==> config.mk <==
export PLATFORM = sky130hd
export DESIGN_NAME = wb_ram512x64_bridge
export DESIGN_NICKNAME = d
export VERILOG_FILES = /design/src/rtl/wb_ram512x64_bridge_pkg.sv /design/src/rtl/wb_ram512x64_bridge.sv
export SDC_FILE = /design/constraint.sdc
export NUM_CORES = 1
export LEC_CHECK = 0
export ABC_AREA = 1
export CAP_MARGIN = 20
export CORE_AREA = 2 2 98 100
export CTS_BUF_LIST = sky130_fd_sc_hd__clkbuf_4 sky130_fd_sc_hd__clkbuf_8 sky130_fd_sc_hd__clkbuf_16
export CTS_CLUSTER_DIAMETER = 60
export DETAILED_ROUTE_END_ITERATION = 8
export DIE_AREA = 0 0 100 102
export GPL_TIMING_DRIVEN = 0
export PLACE_DENSITY = 0.77
export SYNTH_ARGS = -nofsm -noshare
export SYNTH_HDL_FRONTEND = slang
export SYNTH_SLANG_ARGS = --single-unit
export TNS_END_PERCENT = 20
==> constraint.sdc <==
create_clock -name CLK -period 3 [get_ports CLK]
set_input_delay 0.3 -clock CLK [delete_from_list [all_inputs] [get_ports CLK]]
set_output_delay 0.3 -clock CLK [all_outputs]
set_load 0.03 [all_outputs]
==> src/rtl/wb_ram512x64_bridge_pkg.sv <==
// Shared types and widths for the Wishbone-to-RAM_512x64 bridge.
package wb_ram512x64_bridge_pkg;

  localparam int RAM_AW = 9;
  localparam int RAM_DW = 64;
  localparam int RAM_NB = 8;
  localparam int WB_DW  = 32;

  typedef enum logic [1:0] {
    ST_IDLE    = 2'd0,
    ST_RD_WAIT = 2'd1,
    ST_ACK     = 2'd2
  } state_e;

  // Place the four Wishbone byte selects on the addressed half of the 64-bit word.
  function automatic logic [RAM_NB-1:0] steer_we(input logic half, input logic [3:0] sel);
    if (half) begin
      steer_we = {sel, 4'b0000};
    end else begin
      steer_we = {4'b0000, sel};
    end
  endfunction

endpackage

==> src/rtl/wb_ram512x64_bridge.sv <==
// Wishbone-classic slave mapping a 4 KiB window onto one 512x64 synchronous RAM;
// 32-bit accesses are steered onto the addressed half of each 64-bit word.
module wb_ram512x64_bridge
  import wb_ram512x64_bridge_pkg::*;
#(
  parameter logic [31:0] BASE_ADDR = 32'h3000_0000,
  parameter logic [31:0] ADDR_MASK = 32'hFFFF_F000
) (
  input  logic              CLK,
  input  logic              RST_N,
  input  logic              wbs_cyc_i,
  input  logic              wbs_stb_i,
  input  logic              wbs_we_i,
  input  logic [3:0]        wbs_sel_i,
  input  logic [31:0]       wbs_adr_i,
  input  logic [WB_DW-1:0]  wbs_dat_i,
  output logic              wbs_ack_o,
  output logic [WB_DW-1:0]  wbs_dat_o,
  output logic              ram_en_o,
  output logic [RAM_NB-1:0] ram_we_o,
  output logic [RAM_AW-1:0] ram_a_o,
  output logic [RAM_DW-1:0] ram_di_o,
  input  logic [RAM_DW-1:0] ram_do_i
);

  state_e             state_q, state_d;
  logic               ack_q, ack_d;
  logic [WB_DW-1:0]   dat_q, dat_d;
  logic               half_q, half_d;
  logic               req_s;
  logic               en_s;
  logic               wr_s;
  logic [RAM_NB-1:0]  we_s;

  // The !ack term stops a master that still holds stb during its ack cycle from re-issuing.
  assign req_s = wbs_cyc_i & wbs_stb_i & ((wbs_adr_i & ADDR_MASK) == BASE_ADDR) & ~ack_q;

  // State register and registered Wishbone outputs.
  always_ff @(posedge CLK or negedge RST_N) begin
    if (!RST_N) begin
      state_q <= ST_IDLE;
      ack_q   <= 1'b0;
      dat_q   <= {WB_DW{1'b0}};
      half_q  <= 1'b0;
    end else begin
      state_q <= state_d;
      ack_q   <= ack_d;
      dat_q   <= dat_d;
      half_q  <= half_d;
    end
  end

  // Next-state logic and combinational RAM strobes.
  always_comb begin
    state_d = state_q;
    ack_d   = 1'b0;
    dat_d   = dat_q;
    half_d  = half_q;
    en_s    = 1'b0;
    wr_s    = 1'b0;
    we_s    = {RAM_NB{1'b0}};
    case (state_q)
      ST_IDLE: begin
        if (req_s) begin
          if (wbs_we_i) begin
            // An empty byte mask is still acknowledged but leaves the RAM untouched.
            en_s    = |wbs_sel_i;
            wr_s    = |wbs_sel_i;
            we_s    = steer_we(wbs_adr_i[2], wbs_sel_i);
            ack_d   = 1'b1;
            state_d = ST_ACK;
          end else begin
            en_s    = 1'b1;
            half_d  = wbs_adr_i[2];
            state_d = ST_RD_WAIT;
          end
        end else begin
          state_d = ST_IDLE;
        end
      end
      ST_RD_WAIT: begin
        if (wbs_cyc_i) begin
          dat_d   = half_q ? ram_do_i[63:32] : ram_do_i[31:0];
          ack_d   = 1'b1;
          state_d = ST_ACK;
        end else begin
          state_d = ST_IDLE;
        end
      end
      ST_ACK: begin
        state_d = ST_IDLE;
      end
      default: begin
        state_d = ST_IDLE;
      end
    endcase
  end

  // RAM strobes are gated by RST_N so a write still pending when reset arrives never lands.
  assign ram_en_o  = en_s & RST_N;
  assign ram_we_o  = RST_N ? we_s : {RAM_NB{1'b0}};
  assign ram_a_o   = ram_en_o ? wbs_adr_i[11:3] : {RAM_AW{1'b0}};
  assign ram_di_o  = (wr_s & RST_N) ? {wbs_dat_i, wbs_dat_i} : {RAM_DW{1'b0}};
  assign wbs_ack_o = ack_q;
  assign wbs_dat_o = dat_q;

endmodule

==> results of run 1 <==
## sequential cells by signal, summed over array words and instances, names as in the netlist
| signal | flops |
|---|---|
| half_q | 1 |
| state_q | 1 |
| wbs_ack_o | 1 |
| wbs_dat_o | 32 |
## metrics by stage
step	utilization	total power (uW)	hold WS (ns)	setup TNS [ns]
floorplan	-	520	0.00441	0
global placement	0.567	708	0.467	-67.05
detailed placement	0.569	715	0.290	0
CTS	0.581	1100	0.490	0
global route	0.582	1140	0.512	0
finish	0.582	1090	0.483	0
## worst min-delay path, cell delays in order (launching register included)
cell     delay [ns]
dfrtp_1        0.35
nand2_1        0.05
o21ai_0        0.05
## layout make-up
class                           instances  area share
Timing Repair Buffer                  251       0.475
Multi-Input combinational cell        220       0.187
Sequential cell                        35       0.165
Inverter                               91      0.0644
Buffer                                 49      0.0623
Tap cell                              111      0.0262
Clock buffer                            8      0.0196
Antenna cell                            1    0.000472
## report_power, final
part           internal [uW]  switching [uW]
Sequential               472        0.000966
Combinational            170            63.7
Clock                    219             164
Total                    860             228
## cell families after synthesis
kind of cell / synth area share
AND/OR/NAND/NOR: 0.259
buffers and inverters: 0.265
AO/OA/AOI/OAI: 0.130
flip-flops: 0.346
## worst min-delay path by stage
stage	from	to	slack [ns]
CTS	wbs_dat_o[28]$_DFFE_PN0P_	wbs_dat_o[28]$_DFFE_PN0P_	0.49
finish	wbs_dat_o[28]$_DFFE_PN0P_	wbs_dat_o[28]$_DFFE_PN0P_	0.48
global placement	wbs_dat_o[23]$_DFFE_PN0P_	wbs_dat_o[23]$_DFFE_PN0P_	0.47
detailed placement	RST_N	wbs_dat_o[2]$_DFFE_PN0P_	0.29
global route	wbs_dat_o[8]$_DFFE_PN0P_	wbs_dat_o[8]$_DFFE_PN0P_	0.51
floorplan	RST_N	half_q$_DFFE_PN0P_	0.004
## cells in the final DEF, fill, tap and decap left out
cell	instances
nand2_1	83
buf_6	3
clkbuf_4	1
buf_4	32
clkbuf_8	7
nand4_4	1
clkbuf_1	8
dlymetal6s2s_1	1
nor2_1	48
buf_1	3
dfrtp_1	35
clkdlybuf4s50_1	247
o21ai_0	65
dlygate4sd3_1	1
nor2_4	2
buf_2	4
nor2_2	12
nand4_1	3
nand3_1	4
a21oi_1	1
buf_12	1
nand4_2	1
inv_1	91
diode_2	1
## metal layers
layer	share of wire	wire length, um	vias up	global-route usage
met5	0.0022	23	-	0
met4	0.026	268	4	0.0717
met3	0.084	865	22	0.0575
met2	0.55	5610	146	0.375
met1	0.34	3500	1436	0.190
li1	-	-	1648	-
## timing repair
action	in CTS	in global routing
buffers inserted	0	0
hold buffers	1	0
hold endpoints to repair	35	0
gates resized for setup	0	2
setup endpoints to repair	0	21
==> summary.txt, run 1 <==
Detailed routing
  – Wirelength, routed: just over 10000 um
  – Via/cell ratio: 4.25
  – DRT iter0 DRCs: just over 80
  – Routed length per instance: 13.4 um
  – Final antenna-violating net count: 0
  – First-pass DRT Iterations: 4
  – DRC viols: 0
  – Via count: 3256

Setup path
  – R2R Path End: wbs_dat_o[15]$_DFFE_PN0P_
  – Startpoint types: input pin
  – Crit path max-delay cell type: clkdlybuf4s50_1
  – Crit path largest cell delay: 0.66 ns
  – CP top delay family: buffers and inverters
  – Critical path class: in2out
  – Worst Path Arrival: 2.56 ns
  – Reg2Reg Depth: 6
  – Crit path launch: wbs_adr_i[28]
  – RR Startpoint: wbs_ack_o$_DFF_PN0_
  – WP buf/inv: 4
  – Critical-path cell list: clkdlybuf4s50_1 > nand2_1 > nor2_1 > nand2_1 > nor2_4 > nand4_4 > buf_6 > nor2_1 > buf_4 > clkdlybuf4s50_1
  – Worst path required time: 2.70 ns
  – CP Max Fanout: 10
  – Critical path depth in cells: 10
  – Worst R2R Setup Slack: 1.53 ns
  – CP endpoint kind: primary output
  – Worst setup path endpoint: ram_di_o[52]

Global routing
  – Antenna violations before repair: 2
  – Global route overflow: 0
  – Tot GR Track Use: 0.191
  – Largest net degree at the start of global routing: 42
  – Vias in the first global route: ~3100
  – Global-route wire length before repair: roughly 15000 um

Place
  – Pre-CTS setup slack: 0.0419 ns
  – Placed Instances: 756
  – Area after DPL: 5180 um2
  – Port Buffers: 249
  – Final HPWL DP: 8900 um
  – Routability cong.: roughly 0.86

Timing
  – Final hold violations: 0
  – Max Slew Vio Count: 0
  – Tcrit/Tclk final: 0.954
  – Tmin final: 2.86 ns
  – RSZ-0062 raised after global routing: false
  – Slew HR: 0.691
  – Slew @ Worst Pin: 0.464 ns
  – Final setup margin: approximately 0.14 ns
  – Worst Clk Skew: 0.00497 ns
  – Setup violations, final: 0
  – Max Fclk: 350 MHz

Yosys
  – YS warnings: 0
  – Syn_nets: 532
  – Top cell type's share of synthesized area: 0.346
  – Asr flop ratio synth: 1.00
  – Synth Flop Type: dfrtp_1
  – Mapped Area: 2530 um2
  – Avg Inst Size Synth: 6.42 um2
  – Most instantiated cells after synthesis: inv_1 (91), nand2_1 (83), o21ai_0 (65)
  – Yosys cell types: 17
  – Register area share after synthesis: 0.346
  – Top cells by area, synth: dfrtp_1 (35%), inv_1 (13%), o21ai_0 (13%)
  – Yosys reg bits: 35
  – Mapped Cells: 395
  – Most frequent cell after synthesis: inv_1
  – Cell accounting for the most synthesized area: dfrtp_1
  – Post-synth EDFFs: 0

Clocking
  – TritonCTS Buffers: 5
  – Clock buffer depth: 2
  – Reg clk slew, reported paths: around 0.070 ns
  – Clock Sinks: 35
  – Root Buffer: clkbuf_8
  – CTS tree: done
  – H-tree depth: 2
  – Worst skew pair latency: 0.28 ns

Floorplanning
  – Core Area: about 9100 um2
  – Initial core utilization: 0.278
  – I/O pin count: 252
  – Die X-Extent: 100 um
  – Die footprint: around 10000 um2
  – Row cnt: 35
  – Die Ht: between 100 and 150 um

Finish
  – Syn-to-layout area delta: 109%
  – Layout cells sized above 1: 0.0979
  – Fillers: ~840
  – Non-Filler Instances: 766
  – NumNets Final: 790
  – FF/Latch Area: approximately 900 um2
  – Area occupied by multi-input gates: about 990 um2
  – Post-route cell area: 5310 um2

Power and ir drop
  – Power Dens Cells: 205 nW/um2
  – Lkg Pwr: 0.00251 uW
  – Max rail drop VDD: 246 uV

Hold path
  – Hold Crit Depth: 2
  – Hold crit path type: reg2reg

Flow run
  – Max-cap violations: 0

Outcome
  – Status: completed
Note: power is estimated with default switching activity, not from simulation.
==> run 2: changes to the inputs <==
--- a/config.mk
+++ b/config.mk
@@ -5,13 +5,12 @@
 export SDC_FILE = /design/constraint.sdc
 export NUM_CORES = 1
 export LEC_CHECK = 0
-export ABC_AREA = 1
 export CAP_MARGIN = 20
-export CORE_AREA = 2 2 98 100
+export CORE_AREA = 2 2 97 99
 export CTS_BUF_LIST = sky130_fd_sc_hd__clkbuf_4 sky130_fd_sc_hd__clkbuf_8 sky130_fd_sc_hd__clkbuf_16
 export CTS_CLUSTER_DIAMETER = 60
 export DETAILED_ROUTE_END_ITERATION = 8
-export DIE_AREA = 0 0 100 102
+export DIE_AREA = 0 0 99 101
 export GPL_TIMING_DRIVEN = 0
 export PLACE_DENSITY = 0.77
 export SYNTH_ARGS = -nofsm -noshare
==> run 2 against run 1 <==
Largest cell class unchanged. Maximum frequency decreased by 1.1%. First-iteration DRC count shrank 46%. Hold slack worse by 0.48 ns. Flip-flop and latch count is the same. Highest routed layer is now met4. Synthesized cell count decreased by 36%. Die area decreased by 2.0%. Clock-buffer cell count is 3 lower. Via count is 13% lower. Non-clock buffer count grew 3.
==> summary.txt, run 2 <==
Outcome
  – Status: completed

Finish
  – Syn-to-layout area delta: 109% (about the same)
  – Inserted Diodes: 0 (-1)
  – Max reg flops: 32 (unchanged)
  – Final core utilization: 0.575 (-0.00737)
  – NumNets Final: 646 (-18%)
  – Commonest non-fill, non-tap cells in the layout: clkdlybuf4s50_1 (213), buf_4 (52), and4_1 (36)
  – Layout cells sized above 1: 0.153 (+0.0554)
  – Commonest non-fill, non-tap cell in the layout: clkdlybuf4s50_1
  – Fillers: 793 (-5.1%)

Detailed routing
  – DRT iter0 DRCs: 45 (-46%)
  – Final antenna-violating net count: 0 (unchanged)
  – DRC viols: 0 (unchanged)
  – Via/cell ratio: 4.58 (+7.8%)
  – Wirelength, routed: 9880 um (-3.9%)
  – Via count: 2841 (-13%)
  – Routed length per instance: 15.9 um (+19%)
  – First-pass DRT Iterations: 4 (unchanged)

Power and ir drop
  – Sw frac: 0.224 (+0.0144)
  – Cell-internal power: 796 uW (-7.4%)
  – Combinational Power Share: 0.219 (+0.004)
  – Lkg Pwr: 0.00236 uW (-5.8%)
  – Net Sw Power: 229 uW (+0.74%)
  – Power Dens Cells: 199 nW/um2 (-3.1%)
  – Sequential cell fraction of total power: 0.460 (+0.026)
  – Max rail drop VDD: 172 uV (-30%)
  – Clock share of power: 0.321 (-0.031)

Yosys
  – Asr flop ratio synth: 1.00 (unchanged)
  – Top cells by area, synth: dfrtp_1 (35%), mux2i_1 (13%), and4_1 (13%)
  – Post-synth EDFFs: 0 (unchanged)
  – Cell accounting for the most synthesized area: dfrtp_1
  – Most instantiated cells after synthesis: and4_1 (36), dfrtp_1 (35), nand2_1 (33)
  – Avg Inst Size Synth: 9.75 um2 (+52%)
  – Syn_nets: 390 (-27%)
  – Mapped Cells: 253 (-36%)
  – Top cell type's share of synthesized area: 0.355 (+0.00946)
  – Register area share after synthesis: 0.355 (+0.00946)
  – Yosys reg bits: 35 (unchanged)
  – Most frequent cell after synthesis: and4_1
  – Yosys cell types: 28 (+11)
  – Mapped Area: 2470 um2 (-2.7%)
  – Synth Flop Type: dfrtp_1
  – YS warnings: 0 (unchanged)

Timing
  – Max Slew Vio Count: 0 (unchanged)
  – Final hold violations: 0 (unchanged)
  – Slew HR: 0.654 (-0.0364)
  – Tcrit/Tclk final: 0.965 (+0.0109)
  – Slew @ Worst Pin: 0.518 ns (+0.0546 ns)
  – Tmin final: 2.89 ns (+0.0328 ns)
  – Worst Clk Skew: 0.00479 ns (-0.000183 ns)
  – Max Fclk: 346 MHz (-1.1%)
  – Setup violations, final: 0 (unchanged)
  – Setup TNS: 0 ns (unchanged)
  – RSZ-0062 raised after global routing: false

Floorplanning
  – Row cnt: 35 (unchanged)
  – I/O pin count: 252 (unchanged)
  – Die footprint: 10000 um2 (-2.0%)
  – Die Ht: 101 um (-0.98%)
  – Die X-Extent: 99 um (-1.0%)
  – Core Area: 8980 um2 (-1.4%)
  – Initial core utilization: 0.275 (-0.00345)

Global routing
  – Global-route wire length before repair: 14800 um (-3.8%)
  – Tot GR Track Use: 0.187 (-0.00449)
  – Largest net degree at the start of global routing: 38 (-9.5%)
  – Vias in the first global route: 2890 (-8.0%)
  – Global route overflow: 0 (unchanged)
  – Antenna violations before repair: 0 (-2)

Setup path
  – CP Max Fanout: 10 (unchanged)
  – Crit-path most repeated cell: clkdlybuf4s50_1
  – Critical path class: in2out
  – Crit path largest cell delay: 0.69 ns (+0.03 ns)
  – Critical-path cell list: clkdlybuf4s50_1 > nor4_2 > nand3_2 > nor2_4 > buf_6 > and4_1 > clkdlybuf4s50_1
  – Worst Path Arrival: 2.59 ns (+0.03 ns)
  – CP top delay family: buffers and inverters
  – WP buf/inv: 3 (-1)
  – Worst path required time: 2.70 ns (about the same)
  – CP endpoint kind: primary output
  – Startpoint types: input pin
  – Crit path max-delay cell type: clkdlybuf4s50_1

Place
  – Final HPWL DP: 8450 um (-5.0%)
  – Port Buffers: 249 (unchanged)
  – Routability cong.: 0.844 (-1.7%)

Clocking
  – Clock Sinks: 35 (unchanged)
  – Reg clk slew, reported paths: 0.07 ns (about the same)
  – TritonCTS Buffers: 5 (unchanged)
  – CTS tree: done
  – Worst skew pair latency: 0.28 ns (about the same)
  – Root Buffer: clkbuf_8
  – H-tree depth: 2 (unchanged)
  – Clock buffer depth: 2 (unchanged)

Flow run
  – Max-cap violations: 0 (unchanged)

Hold path
  – Hold crit path type: in2async
[run 2: changes by cell type in the layout (fill, tap and decap cells not counted), moves of 34 or more]
cell	delta
nand2_1	-50
clkdlybuf4s50_1	-34
inv_1	-90
and4_1	+36
o21ai_0	-49
nor2_1	-47
[run 2: final timing paths]
| kind | start | end | slack [ns] | cells after the start |
|---|---|---|---|---|
| setup / recovery | wbs_adr_i[21] | ram_di_o[2] | 0.11 | 7 |
| hold / removal | RST_N | wbs_dat_o[17]$_DFFE_PN0P_ | 0.007 | 1 |
| setup reg to reg | state_q[0]$_DFF_PN0_ | half_q$_DFFE_PN0P_ | 1.38 | 4 |
| hold reg to reg | wbs_dat_o[14]$_DFFE_PN0P_ | wbs_dat_o[14]$_DFFE_PN0P_ | 0.48 | 2 |
| max in group asynchronous | RST_N | half_q$_DFFE_PN0P_ | 2.63 | 1 |
| min in group CLK | wbs_dat_o[14]$_DFFE_PN0P_ | wbs_dat_o[14]$_DFFE_PN0P_ | 0.48 | 2 |
[run 2: cell families after synthesis]
group	Yosys count	synth area share
AND/OR/NAND/NOR	96	0.293
buffers and inverters	55	0.146
flip-flops	35	0.355
AO/OA/AOI/OAI	34	0.0715
multiplexers	33	0.134
[run 2: cell type report]
class / instances / area [um2] / area share
Buffer: 54 / 357 / 0.0691
Tap cell: 111 / 139 / 0.0269
Clock buffer: 5 / 68.8 / 0.0133
Inverter: 1 / 3.75 / 0.000727
Timing Repair Buffer: 249 / 2470 / 0.479
Sequential cell: 35 / 876 / 0.170
Multi-Input combinational cell: 163 / 1230 / 0.238
Clock inverter: 2 / 13.8 / 0.00267
[run 2: what timing repair did]
| item | CTS | global route |
|---|---|---|
| hold buffers | 0 | 0 |
| setup buffers | 0 | 0 |
| setup endpoints to repair | 5 | 61 |
| pin swaps | 0 | 0 |
| resized for setup | 5 | 31 |
| endpoints found under the hold margin | 0 | 0 |
[run 2: metrics by stage]
stage	worst slack [ns]	cell area [um2]	hold slack, ns	total power (uW)	std cells
2_1_floorplan	0.936	2470	0.00441	510	253
3_3_place_gp	-0.997	5100	0.462	704	613
3_5_place_dp	-0.00469	5090	0.446	706	613
4_1_cts	0.000995	5160	0.130	1040	620
5_1_grt	0.00202	5160	0.0450	1080	620
6_report	0.106	5160	0.00688	1030	620
[run 2: power groups by stage]
stage          sequential [uW]  clock (uW)  combinational (uW)
5_1_grt                    471         364                 240
3_5_place_dp               481           0                 226
2_1_floorplan              481           0                28.8
3_3_place_gp               481           0                 223
6_report                   472         330                 224
4_1_cts                    471         343                 226
[run 2: per-layer routing]
layer | vias to the layer above | routed length, um | global-route usage
met3 | 14 | 767 | 0.0513
li1 | 1396 | - | -
met5 | - | 0 | 0
met4 | 0 | 177 | 0.0527
met2 | 129 | 5240 | 0.352
met1 | 1302 | 3690 | 0.204
[run 2: worst register-to-register path, delay by kind of cell (launching register included)]
kind             cells  cell delay (ns)
and+or+nand+nor      3             0.75
muxes                1             0.34
DFF                  1             0.42
